--- src/rtl/sprite_compositor_if.sv ---
// Bundle of the vga pixel stream, sprite update port, commit control and
// composited outputs that connect a driver to sprite_compositor.
interface sprite_compositor_if #(
    parameter int NUM_SPRITES = 4,
    parameter int X_W         = 10,
    parameter int Y_W         = 10,
    parameter int RGB_W       = 12,
    parameter int SIZE_W      = 7,
    parameter int IDX_W       = $clog2(NUM_SPRITES)
);
    logic [X_W-1:0]         pixel_x_i;
    logic [Y_W-1:0]         pixel_y_i;
    logic                   visible_i;
    logic                   hsync_i;
    logic                   vsync_i;
    logic                   upd_valid_i;
    logic                   upd_ready_o;
    logic [IDX_W-1:0]       upd_idx_i;
    logic                   upd_en_i;
    logic [X_W-1:0]         upd_x_i;
    logic [Y_W-1:0]         upd_y_i;
    logic [SIZE_W-1:0]      upd_w_i;
    logic [SIZE_W-1:0]      upd_h_i;
    logic [RGB_W-1:0]       upd_rgb_i;
    logic                   commit_i;
    logic                   commit_pending_o;
    logic                   hsync_o;
    logic                   vsync_o;
    logic [RGB_W-1:0]       rgb_o;
    logic                   new_frame_o;
    logic [NUM_SPRITES-1:0] collision_mask_o;

    modport master (
        output pixel_x_i, pixel_y_i, visible_i, hsync_i, vsync_i,
        output upd_valid_i, upd_idx_i, upd_en_i, upd_x_i, upd_y_i,
        output upd_w_i, upd_h_i, upd_rgb_i, commit_i,
        input  upd_ready_o, commit_pending_o, hsync_o, vsync_o, rgb_o,
        input  new_frame_o, collision_mask_o
    );

    modport slave (
        input  pixel_x_i, pixel_y_i, visible_i, hsync_i, vsync_i,
        input  upd_valid_i, upd_idx_i, upd_en_i, upd_x_i, upd_y_i,
        input  upd_w_i, upd_h_i, upd_rgb_i, commit_i,
        output upd_ready_o, commit_pending_o, hsync_o, vsync_o, rgb_o,
        output new_frame_o, collision_mask_o
    );
endinterface

--- src/rtl/sprite_compositor.sv ---
// Two-stage sprite compositor: shadow/active sprite banks swapped at frame
// boundaries, priority colour select, and a per-frame collision mask.
module sprite_compositor #(
    parameter int NUM_SPRITES            = 4,
    parameter int X_W                    = 10,
    parameter int Y_W                    = 10,
    parameter int RGB_W                  = 12,
    parameter int SIZE_W                 = 7,
    parameter logic [RGB_W-1:0] BG_RGB   = '0,
    parameter int IDX_W                  = $clog2(NUM_SPRITES)
) (
    input logic                clk_i,
    input logic                rst_i,
    sprite_compositor_if.slave bus
);
    localparam int XE  = X_W + 1;
    localparam int YE  = Y_W + 1;
    localparam int IW1 = IDX_W + 1;
    localparam logic [IDX_W:0]         NUM_L = IW1'(NUM_SPRITES);
    localparam logic [NUM_SPRITES-1:0] ONE_L = NUM_SPRITES'(1);

    typedef struct packed {
        logic              en;
        logic [X_W-1:0]    x;
        logic [Y_W-1:0]    y;
        logic [SIZE_W-1:0] w;
        logic [SIZE_W-1:0] h;
        logic [RGB_W-1:0]  rgb;
    } slot_t;

    slot_t r_shadow [NUM_SPRITES];
    slot_t r_active [NUM_SPRITES];

    logic [X_W-1:0]         r_x;
    logic [Y_W-1:0]         r_y;
    logic                   r_vis;
    logic                   r_hs;
    logic                   r_vs;
    logic                   r_vsPrev;
    logic                   r_newFrame;
    logic                   r_hso;
    logic                   r_vso;
    logic [RGB_W-1:0]       r_rgb;
    logic                   r_pending;
    logic [NUM_SPRITES-1:0] r_acc;
    logic [NUM_SPRITES-1:0] r_mask;

    logic [NUM_SPRITES-1:0] w_hit;
    logic [NUM_SPRITES-1:0] w_coll;
    logic [RGB_W-1:0]       w_rgbSel;
    logic                   w_swap;
    logic                   w_ready;
    logic                   w_idxOk;

    assign w_swap  = r_newFrame && (r_pending || bus.commit_i);
    assign w_ready = !w_swap;
    assign w_idxOk = {1'b0, bus.upd_idx_i} < NUM_L;

    // Edges are widened by one bit so a sprite past the raster edge clips instead of wrapping.
    always_comb begin
        w_hit    = '0;
        w_coll   = '0;
        w_rgbSel = BG_RGB;
        for (int i = 0; i < NUM_SPRITES; i++) begin
            w_hit[i] = r_active[i].en
                && (XE'(r_x) >= XE'(r_active[i].x))
                && (XE'(r_x) <  XE'(r_active[i].x) + XE'(r_active[i].w))
                && (YE'(r_y) >= YE'(r_active[i].y))
                && (YE'(r_y) <  YE'(r_active[i].y) + YE'(r_active[i].h));
        end
        for (int i = NUM_SPRITES - 1; i >= 0; i--) begin
            if (w_hit[i]) begin
                w_rgbSel = r_active[i].rgb;
            end
        end
        for (int i = 0; i < NUM_SPRITES; i++) begin
            w_coll[i] = w_hit[i] && ((w_hit & ~(ONE_L << i)) != '0);
        end
    end

    always_ff @(posedge clk_i) begin
        if (rst_i) begin
            r_x        <= '0;
            r_y        <= '0;
            r_vis      <= 1'b0;
            r_hs       <= 1'b1;
            r_vs       <= 1'b1;
            r_vsPrev   <= 1'b1;
            r_newFrame <= 1'b0;
            r_hso      <= 1'b1;
            r_vso      <= 1'b1;
            r_rgb      <= '0;
            r_pending  <= 1'b0;
            r_acc      <= '0;
            r_mask     <= '0;
            for (int i = 0; i < NUM_SPRITES; i++) begin
                r_shadow[i] <= '0;
                r_active[i] <= '0;
            end
        end else begin
            r_x        <= bus.pixel_x_i;
            r_y        <= bus.pixel_y_i;
            r_vis      <= bus.visible_i;
            r_hs       <= bus.hsync_i;
            r_vs       <= bus.vsync_i;
            r_vsPrev   <= r_vs;
            r_newFrame <= r_vsPrev && !r_vs;
            r_hso      <= r_hs;
            r_vso      <= r_vs;
            r_rgb      <= r_vis ? w_rgbSel : '0;

            if (r_newFrame) begin
                r_mask <= r_acc;
                r_acc  <= '0;
            end else if (r_vis) begin
                r_acc <= r_acc | w_coll;
            end

            // The update port is stalled during the swap, so the copy never races a write.
            if (w_swap) begin
                r_active  <= r_shadow;
                r_pending <= 1'b0;
            end else if (bus.commit_i) begin
                r_pending <= 1'b1;
            end

            if (bus.upd_valid_i && w_ready && w_idxOk) begin
                r_shadow[bus.upd_idx_i] <= '{en:  bus.upd_en_i,
                                             x:   bus.upd_x_i,
                                             y:   bus.upd_y_i,
                                             w:   bus.upd_w_i,
                                             h:   bus.upd_h_i,
                                             rgb: bus.upd_rgb_i};
            end
        end
    end

    assign bus.upd_ready_o      = w_ready;
    assign bus.commit_pending_o = r_pending;
    assign bus.hsync_o          = r_hso;
    assign bus.vsync_o          = r_vso;
    assign bus.rgb_o            = r_rgb;
    assign bus.new_frame_o      = r_newFrame;
    assign bus.collision_mask_o = r_mask;
endmodule

--- src/flat_wrapper.sv ---
// flat-port wrapper written by rule: the top's interface ports become plain ports
module sprite_compositor_flat 
#(
    parameter int NUM_SPRITES            = 4,
    parameter int X_W                    = 10,
    parameter int Y_W                    = 10,
    parameter int RGB_W                  = 12,
    parameter int SIZE_W                 = 7,
    parameter logic [RGB_W-1:0] BG_RGB   = '0,
    parameter int IDX_W                  = $clog2(NUM_SPRITES)
)
  (clk_i, rst_i, bus_pixel_x_i, bus_pixel_y_i, bus_visible_i, bus_hsync_i, bus_vsync_i, bus_upd_valid_i, bus_upd_idx_i, bus_upd_en_i, bus_upd_x_i, bus_upd_y_i, bus_upd_w_i, bus_upd_h_i, bus_upd_rgb_i, bus_commit_i, bus_upd_ready_o, bus_commit_pending_o, bus_hsync_o, bus_vsync_o, bus_rgb_o, bus_new_frame_o, bus_collision_mask_o);
  sprite_compositor_if #(.NUM_SPRITES(NUM_SPRITES), .X_W(X_W), .Y_W(Y_W), .RGB_W(RGB_W), .SIZE_W(SIZE_W), .IDX_W(IDX_W)) bus_i ();
  input logic clk_i;
  input logic rst_i;
  input wire logic [$bits(bus_i.pixel_x_i)-1:0] bus_pixel_x_i;
  input wire logic [$bits(bus_i.pixel_y_i)-1:0] bus_pixel_y_i;
  input wire logic [$bits(bus_i.visible_i)-1:0] bus_visible_i;
  input wire logic [$bits(bus_i.hsync_i)-1:0] bus_hsync_i;
  input wire logic [$bits(bus_i.vsync_i)-1:0] bus_vsync_i;
  input wire logic [$bits(bus_i.upd_valid_i)-1:0] bus_upd_valid_i;
  input wire logic [$bits(bus_i.upd_idx_i)-1:0] bus_upd_idx_i;
  input wire logic [$bits(bus_i.upd_en_i)-1:0] bus_upd_en_i;
  input wire logic [$bits(bus_i.upd_x_i)-1:0] bus_upd_x_i;
  input wire logic [$bits(bus_i.upd_y_i)-1:0] bus_upd_y_i;
  input wire logic [$bits(bus_i.upd_w_i)-1:0] bus_upd_w_i;
  input wire logic [$bits(bus_i.upd_h_i)-1:0] bus_upd_h_i;
  input wire logic [$bits(bus_i.upd_rgb_i)-1:0] bus_upd_rgb_i;
  input wire logic [$bits(bus_i.commit_i)-1:0] bus_commit_i;
  output wire logic [$bits(bus_i.upd_ready_o)-1:0] bus_upd_ready_o;
  output wire logic [$bits(bus_i.commit_pending_o)-1:0] bus_commit_pending_o;
  output wire logic [$bits(bus_i.hsync_o)-1:0] bus_hsync_o;
  output wire logic [$bits(bus_i.vsync_o)-1:0] bus_vsync_o;
  output wire logic [$bits(bus_i.rgb_o)-1:0] bus_rgb_o;
  output wire logic [$bits(bus_i.new_frame_o)-1:0] bus_new_frame_o;
  output wire logic [$bits(bus_i.collision_mask_o)-1:0] bus_collision_mask_o;
  assign bus_i.pixel_x_i = bus_pixel_x_i;
  assign bus_i.pixel_y_i = bus_pixel_y_i;
  assign bus_i.visible_i = bus_visible_i;
  assign bus_i.hsync_i = bus_hsync_i;
  assign bus_i.vsync_i = bus_vsync_i;
  assign bus_i.upd_valid_i = bus_upd_valid_i;
  assign bus_i.upd_idx_i = bus_upd_idx_i;
  assign bus_i.upd_en_i = bus_upd_en_i;
  assign bus_i.upd_x_i = bus_upd_x_i;
  assign bus_i.upd_y_i = bus_upd_y_i;
  assign bus_i.upd_w_i = bus_upd_w_i;
  assign bus_i.upd_h_i = bus_upd_h_i;
  assign bus_i.upd_rgb_i = bus_upd_rgb_i;
  assign bus_i.commit_i = bus_commit_i;
  assign bus_upd_ready_o = bus_i.upd_ready_o;
  assign bus_commit_pending_o = bus_i.commit_pending_o;
  assign bus_hsync_o = bus_i.hsync_o;
  assign bus_vsync_o = bus_i.vsync_o;
  assign bus_rgb_o = bus_i.rgb_o;
  assign bus_new_frame_o = bus_i.new_frame_o;
  assign bus_collision_mask_o = bus_i.collision_mask_o;
  sprite_compositor #(.NUM_SPRITES(NUM_SPRITES), .X_W(X_W), .Y_W(Y_W), .RGB_W(RGB_W), .SIZE_W(SIZE_W), .BG_RGB(BG_RGB), .IDX_W(IDX_W)) u_core (.clk_i(clk_i), .rst_i(rst_i), .bus(bus_i));
endmodule
--- config.mk ---
export PLATFORM = sky130hd
export DESIGN_NAME = sprite_compositor_flat
export DESIGN_NICKNAME = d
export VERILOG_FILES = /design/src/rtl/sprite_compositor_if.sv /design/src/rtl/sprite_compositor.sv /design/src/flat_wrapper.sv
export SDC_FILE = /design/constraint.sdc
export NUM_CORES = 1
export LEC_CHECK = 0
export ABC_AREA = 0
export CORE_ASPECT_RATIO = 0.6
export CORE_MARGIN = 2
export CORE_UTILIZATION = 40
export DETAILED_ROUTE_END_ITERATION = 16
export DONT_BUFFER_PORTS = 1
export PLACE_DENSITY_LB_ADDON = 0.1
export SLEW_MARGIN = 15
export SYNTH_ARGS = -nofsm -noshare
export SYNTH_HDL_FRONTEND = slang
export SYNTH_SLANG_ARGS = --single-unit
--- constraint.sdc ---
create_clock -name clk_i -period 3.8 [get_ports clk_i]
set_input_delay 0.38 -clock clk_i [delete_from_list [all_inputs] [get_ports clk_i]]
set_output_delay 0.38 -clock clk_i [all_outputs]
set_load 0.1 [all_outputs]
==> results of run 1 <==
state kept, by name, indices dropped and copies added (netlist names):
register,count
u_core.r_active,188
u_core.r_shadow,188
u_core.bus.rgb_o,12
u_core.r_x,10
u_core.r_y,10
u_core.bus.collision_mask_o,4
u_core.r_acc,4
u_core.bus.commit_pending_o,1
u_core.bus.hsync_o,1
u_core.bus.new_frame_o,1
u_core.r_hs,1
u_core.r_vis,1
u_core.r_vs,1
u_core.r_vsPrev,1
layer usage:
| metal | part of all wire | routed length [um] |
|---|---|---|
| met1 | 0.49 | 33820 |
| met2 | 0.41 | 28430 |
| met3 | 0.074 | 5087 |
| met4 | 0.019 | 1276 |
| met5 | 0.00058 | 40 |
stage by stage:
step           hold slack, ps  setup slack [ps]  instances  power [uW]
2_1_floorplan           389.5             158.2       2545        5128
3_3_place_gp            399.7            -172.4       3163        5275
5_1_grt                 148.5            -266.9       3507       10280
4_1_cts                 91.23            -52.11       3506        9996
6_report                189.5            -46.30       3510        9928
3_5_place_dp            394.7            -285.7       3163        5296
synthesized netlist by cell type (12+ instances only):
master and n:
clkbuf_1 121, o21a_1 15, dfxtp_1 423, nand2b_1 29
ha_1 208, o21ai_0 49, nor3_1 14, nor2b_1 29
a21oi_1 446, a21o_1 24, a221o_1 12, o21bai_1 17
nand4_1 13, nand2_1 791, xnor2_1 52, inv_1 105
a32o_1 12, nor2_1 50
worst max path at each step:
stage | startpoint | to | slack [ps] | depth (start not counted)
CTS | u_core.r_active[67] | u_core.bus.rgb_o[8] | -50 | 19
finish | u_core.r_active[26] | u_core.bus.rgb_o[9] | -50 | 18
global route | u_core.r_active[12] | u_core.bus.rgb_o[7] | -270 | 20
global placement | u_core.r_active[66] | u_core.bus.rgb_o[7] | -170 | 18
floorplan | u_core.r_active[66] | u_core.bus.rgb_o[1] | 160 | 17
detailed placement | u_core.r_active[84] | u_core.bus.rgb_o[8] | -290 | 18
cell type report:
cell class                 instances  area, um^2
timing repair buffer             334        3202
fill                            4804       24100
inverter                         105       399.1
multi-input combinational       1885       11210
sequential                       423        8476
clock buffer                      63        1281
antenna                            3       7.507
tap                              682       853.3
clock inverter                    15       206.4
power by group:
part / total, uW / switching, uW / leakage, uW / internal [uW]
Clock: 4510 / 1940 / 0.000713 / 2560
Combinational: 809 / 476 / 0.00576 / 333
Sequential: 4610 / 90.1 / 0.00343 / 4520
Total: 9930 / 2510 / 0.00991 / 7420
worst max-delay path, stage by stage (launching register included):
cell and delay, ps:
dfxtp_2 340, ha_4 160, fa_2 360, a211oi_4 300, nor2_2 80, buf_4 140, buf_4 120, buf_4 120
buf_4 120, buf_4 120, buf_4 120, buf_4 120, o41ai_1 380, nand3_1 200, o211ai_1 210, a211oi_2 90
buf_4 190, a221o_1 300, a32o_1 250
kinds of logic (layout without fill, tap and decap cells):
logic type               count (synthesis)  in the layout  synth area share
AO/OA/AOI/OAI                          640            640            0.1817
XOR/XNOR                                57             57           0.02459
adder cells (fa/ha/maj)                216            216            0.1361
multiplexers                             4              4          0.001972
other                                    0              3                 0
flip-flops                             423            423            0.4171
AND/OR/NAND/NOR                        966            968            0.1933
buffers and inverters                  239            517           0.04518
what timing repair did:
item / 4_1_cts / 5_1_grt
endpoints found under the hold margin: 401 / 0
gates cloned: 3 / 0
setup buffers: 17 / 3
pin swaps: 37 / 31
resized for setup: 48 / 24
endpoints found under the setup margin: 16 / 16
hold buffers: 245 / 0
==> flow_summary.ini, run 1 <==
[outcome]
status = finished with violations
violations = setup timing

[synth]
synth_area_leader_cell = dfxtp_1
synth_nets = 2837
synth_cell_type_count = 58
synth_area_leaders = dfxtp_1 (42%), nand2_1 (15%), ha_1 (13%)
synth_edf_count = 0
ys_seq_elements = 423
synth_area_per_cell_um2 = 7.977
ys.flop_type = dfxtp_1
yosysSeqAreaShare = 0.4171
synth_top_area_frac = 0.4171
syn-cell-area_um2 = 20300
async_flop_share = 0
postSynthCellCount = 2545
yosys_warnings = 0

[floorplan]
rows = 63
die_x_um = 294.8
core_um2 = 49740
dieArea_um2 = 52630
io_pins = 97
fp.dieH_um = 178.5
initial_core_util = 0.4081

[grt]
antenna_found_initial = 11
gr-usage-met2 = 0.3888
grt_pass1_wl_um = 104700
grt_busiest_layer = met2
grt_max_degree = 201
track_usage = 0.2595
grt_pass1_vias = 17760
grt_overflow = 0
grtUsageMet3 = 0.05507
use_met1 = 0.3797

[min_path]
whs_path_depth = 2
min-delay-start = rst_i
hold_path_class = input port to flop
holdPathEnd = u_core.r_shadow[117]

[routing]
num_vias = 18600
drt-initial-drc-count = 1572
drt_first_pass_iters = 5
ant_nets = 0
drt-wirelength-per-cell_um = 19.56
viasPerCell = 5.298
remaining_drc_errors = 0
routed_wl_um = 68650

[layout]
final_util = 0.5154
nNetsFinal = 3084
area_delta_synth_final_pct = 26.28
final_cell_mix = nand2_1 (789), a21oi_1 (431), dfxtp_1 (417)
layout_commonest_cell = nand2_1
drive_above_1_share = 0.08212
postLayoutCellArea_um2 = 25640

[clock_network]
cts-buffers-inserted = 43
clk_path_buf_depth = 3
clock-sinks = 423
htree_num_levels = 2
cts_tree = done
clockRootBuffer = clkbuf_16
path_clk_slew_ps = 70
clock_latency_ps = 570

[sta]
tightest_slew_ps = 1134
finalCritPeriodShare = 1.012
clock_skew_ps = 14.51
hold_viol = 0
min_period_ps = 3846
slew_headroom = 0.2442
fin_ws_ps = -46.30
maxSlewViolCount = 0
tns_ps = -315.8
setup_viol = 10
clock.fmax_mhz = 260.0
rsz0062_at_grt = true

[placement]
hpwl_um = 42350
io_buffers = 0
dpl-instance-area_um2 = 21240
gp_congestion = 0.8524

[pwr]
peakVddDrop_uv = 297.3
p_leak_uw = 0.009906
power_density_nw_per_um2 = 387.3

[setup_path]
reg2regPathDepth = 18
required_ps = 4270
path_max_fanout = 6
cp-start-kind = flop
reg2reg_from = u_core.r_active[26]
r2r_end = u_core.bus.rgb_o[9]
arrival_ps = 4310
crit_type = flop to flop
reg2reg_slack_ps = -50
worst_setup_path_end_kind = flop

[flow_run]
drv_cap = 0
(Power assumes the default switching activity.)
==> run 2: changes to the inputs <==
- SETUP_SLACK_MARGIN: not set -> 0.2
- SKIP_LAST_GASP: not set -> 1
==> run 2 against run 1 <==
  * The flow still finishes with violations (setup timing)
  * Sequential cell count unchanged
  * Maximum frequency fell by 1.6%
  * Hold slack lost 150 ps
  * Critical path type unchanged
==> flow_summary.ini, run 2 (synthesized netlist as in run 1, its figures left out) <==
[min_path]
min-delay-start = bus_upd_h_i[2]
whs_path_depth = 2
holdPathEnd = u_core.r_shadow[61]
hold_path_class = input port to flop

[sta]
hold_viol = 0
setup_viol = 12
maxSlewViolCount = 0
min_period_ps = 3908
slew_headroom = 0.2722
finalCritPeriodShare = 1.029
clock.fmax_mhz = 255.9
clock_skew_ps = 27.53
tightest_slew_ps = 1090
rsz0062_at_grt = true
holdWs_ps = 40.96
fin_ws_ps = -108.3

[grt]
track_usage = 0.2575
antenna_found_initial = 9
gr-usage-met2 = 0.3935
grt_overflow = 0
grt_pass1_vias = 17860
grt_max_degree = 189
use_met1 = 0.3762
grtUsageMet3 = 0.04510
grt_busiest_layer = met2
grt_pass1_wl_um = 104000

[layout]
nNetsFinal = 3016
final_cell_mix = nand2_1 (789), a21oi_1 (426), dfxtp_1 (414)
drive_above_1_share = 0.08382
fill_cells = 4812
regArea_um2 = 8482
area_delta_synth_final_pct = 23.33
layout_commonest_cell = nand2_1
multi_input_area_um2 = 11240

[routing]
drt_first_pass_iters = 5
ant_nets = 0
num_vias = 18240
drt-initial-drc-count = 1262
routed_wl_um = 67850
viasPerCell = 5.296
drt-wirelength-per-cell_um = 19.70
remaining_drc_errors = 0

[pwr]
p_leak_uw = 0.009426
power_density_nw_per_um2 = 394.9
finalPower_uw = 9887
peakVddDrop_uv = 290.9

[setup_path]
crit_type = flop to flop
startpoint = u_core.r_active[67]
required_ps = 4280
reg2regPathDepth = 19
reg2reg_slack_ps = -110
arrival_ps = 4380
reg2reg_from = u_core.r_active[67]
path_max_fanout = 6
cp-start-kind = flop
r2r_end = u_core.bus.rgb_o[4]
worst_setup_path_end_kind = flop

[placement]
place_ws_ps = -245.7
hpwl_um = 41920
gp_congestion = 0.8801
io_buffers = 0

[floorplan]
core_um2 = 49740
rows = 63
io_pins = 97
fp.dieH_um = 178.5
dieArea_um2 = 52630
initial_core_util = 0.4081
die_x_um = 294.8

[clock_network]
cts_tree = done
clock-sinks = 423
clock_latency_ps = 580
clk_path_buf_depth = 3
path_clk_slew_ps = 70
htree_num_levels = 2
clockRootBuffer = clkbuf_16
cts-buffers-inserted = 43

[outcome]
status = finished with violations
violations = setup timing

[flow_run]
drv_cap = 0
run 2: cell types whose count changed in the layout (fill, tap and decap cells not counted), moves of 3 or more:
cell | previous run | this run
dlygate4sd3_1 | 243 | 186
a21oi_1 | 431 | 426
diode_2 | 3 | 6
buf_4 | 84 | 68
a21oi_2 | 14 | 19
clkbuf_1 | 7 | 10
ha_1 | 205 | 202
dfxtp_1 | 417 | 414
run 2: how the worst max path moves through the flow:
stage          depth (start not counted)                   end  slack (ps)
2_1_floorplan                         18   u_core.bus.rgb_o[1]         200
4_1_cts                               18   u_core.bus.rgb_o[9]         -60
3_3_place_gp                          18   u_core.bus.rgb_o[8]        -130
5_1_grt                               18  u_core.bus.rgb_o[10]        -280
6_report                              19   u_core.bus.rgb_o[4]        -110
3_5_place_dp                          18   u_core.bus.rgb_o[0]        -250
run 2: layout make-up:
cell class / instances / area share
clock buffers: 64 / 0.05052
multi-input cells: 1885 / 0.4489
repair buffers: 266 / 0.1039
diodes: 6 / 0.0005997
clock inverters: 13 / 0.007346
inverters: 105 / 0.01594
well taps: 682 / 0.03408
flip-flops and latches: 423 / 0.3388
run 2: layer usage:
metal  vias to the layer above  share of wire
met2                       433           0.42
met4                         4          0.020
met5                         -        0.00040
li1                       8933              -
met3                        91          0.067
met1                      8780           0.49
run 2: through the flow:
step,cells,cell area (um^2),util,TNS [ps]
2_1_floorplan,2545,20310,-,0
3_3_place_gp,3159,21240,0.4270,-1544
3_5_place_dp,3159,21240,0.4270,-3111
4_1_cts,3435,24910,0.5007,-495.6
6_report,3444,25040,0.5034,-979.1
5_1_grt,3439,25030,0.5031,-3155
run 2: worst max-delay path, cell delays in order (launching register included):
cell      delay [ps]
dfxtp_4          360
ha_4             230
a21o_1           160
a21oi_2          130
o21bai_1          80
a21oi_1          200
o21bai_1         110
a21oi_2          190
xnor2_1          150
ha_2             290
o21a_1           180
o221a_2          290
a21oi_2          150
o21ai_2           80
a22oi_2          270
a211oi_2         110
buf_4            170
buf_6            130
a221o_1          280
a32o_1           240
run 2: power breakdown:
| group | switching [uW] | internal [uW] | total [uW] |
|---|---|---|---|
| Clock | 1930 | 2530 | 4460 |
| Sequential | 94.2 | 4520 | 4620 |
| Combinational | 491 | 324 | 815 |
run 2: repair_timing:
action / CTS / global route
gates resized for setup: 58 / 26
pin swaps: 22 / 14
hold buffers: 189 / 0
endpoints found under the hold margin: 359 / 0
buffers inserted: 7 / 3
cloned: 3 / 0
setup endpoints to repair: 16 / 16
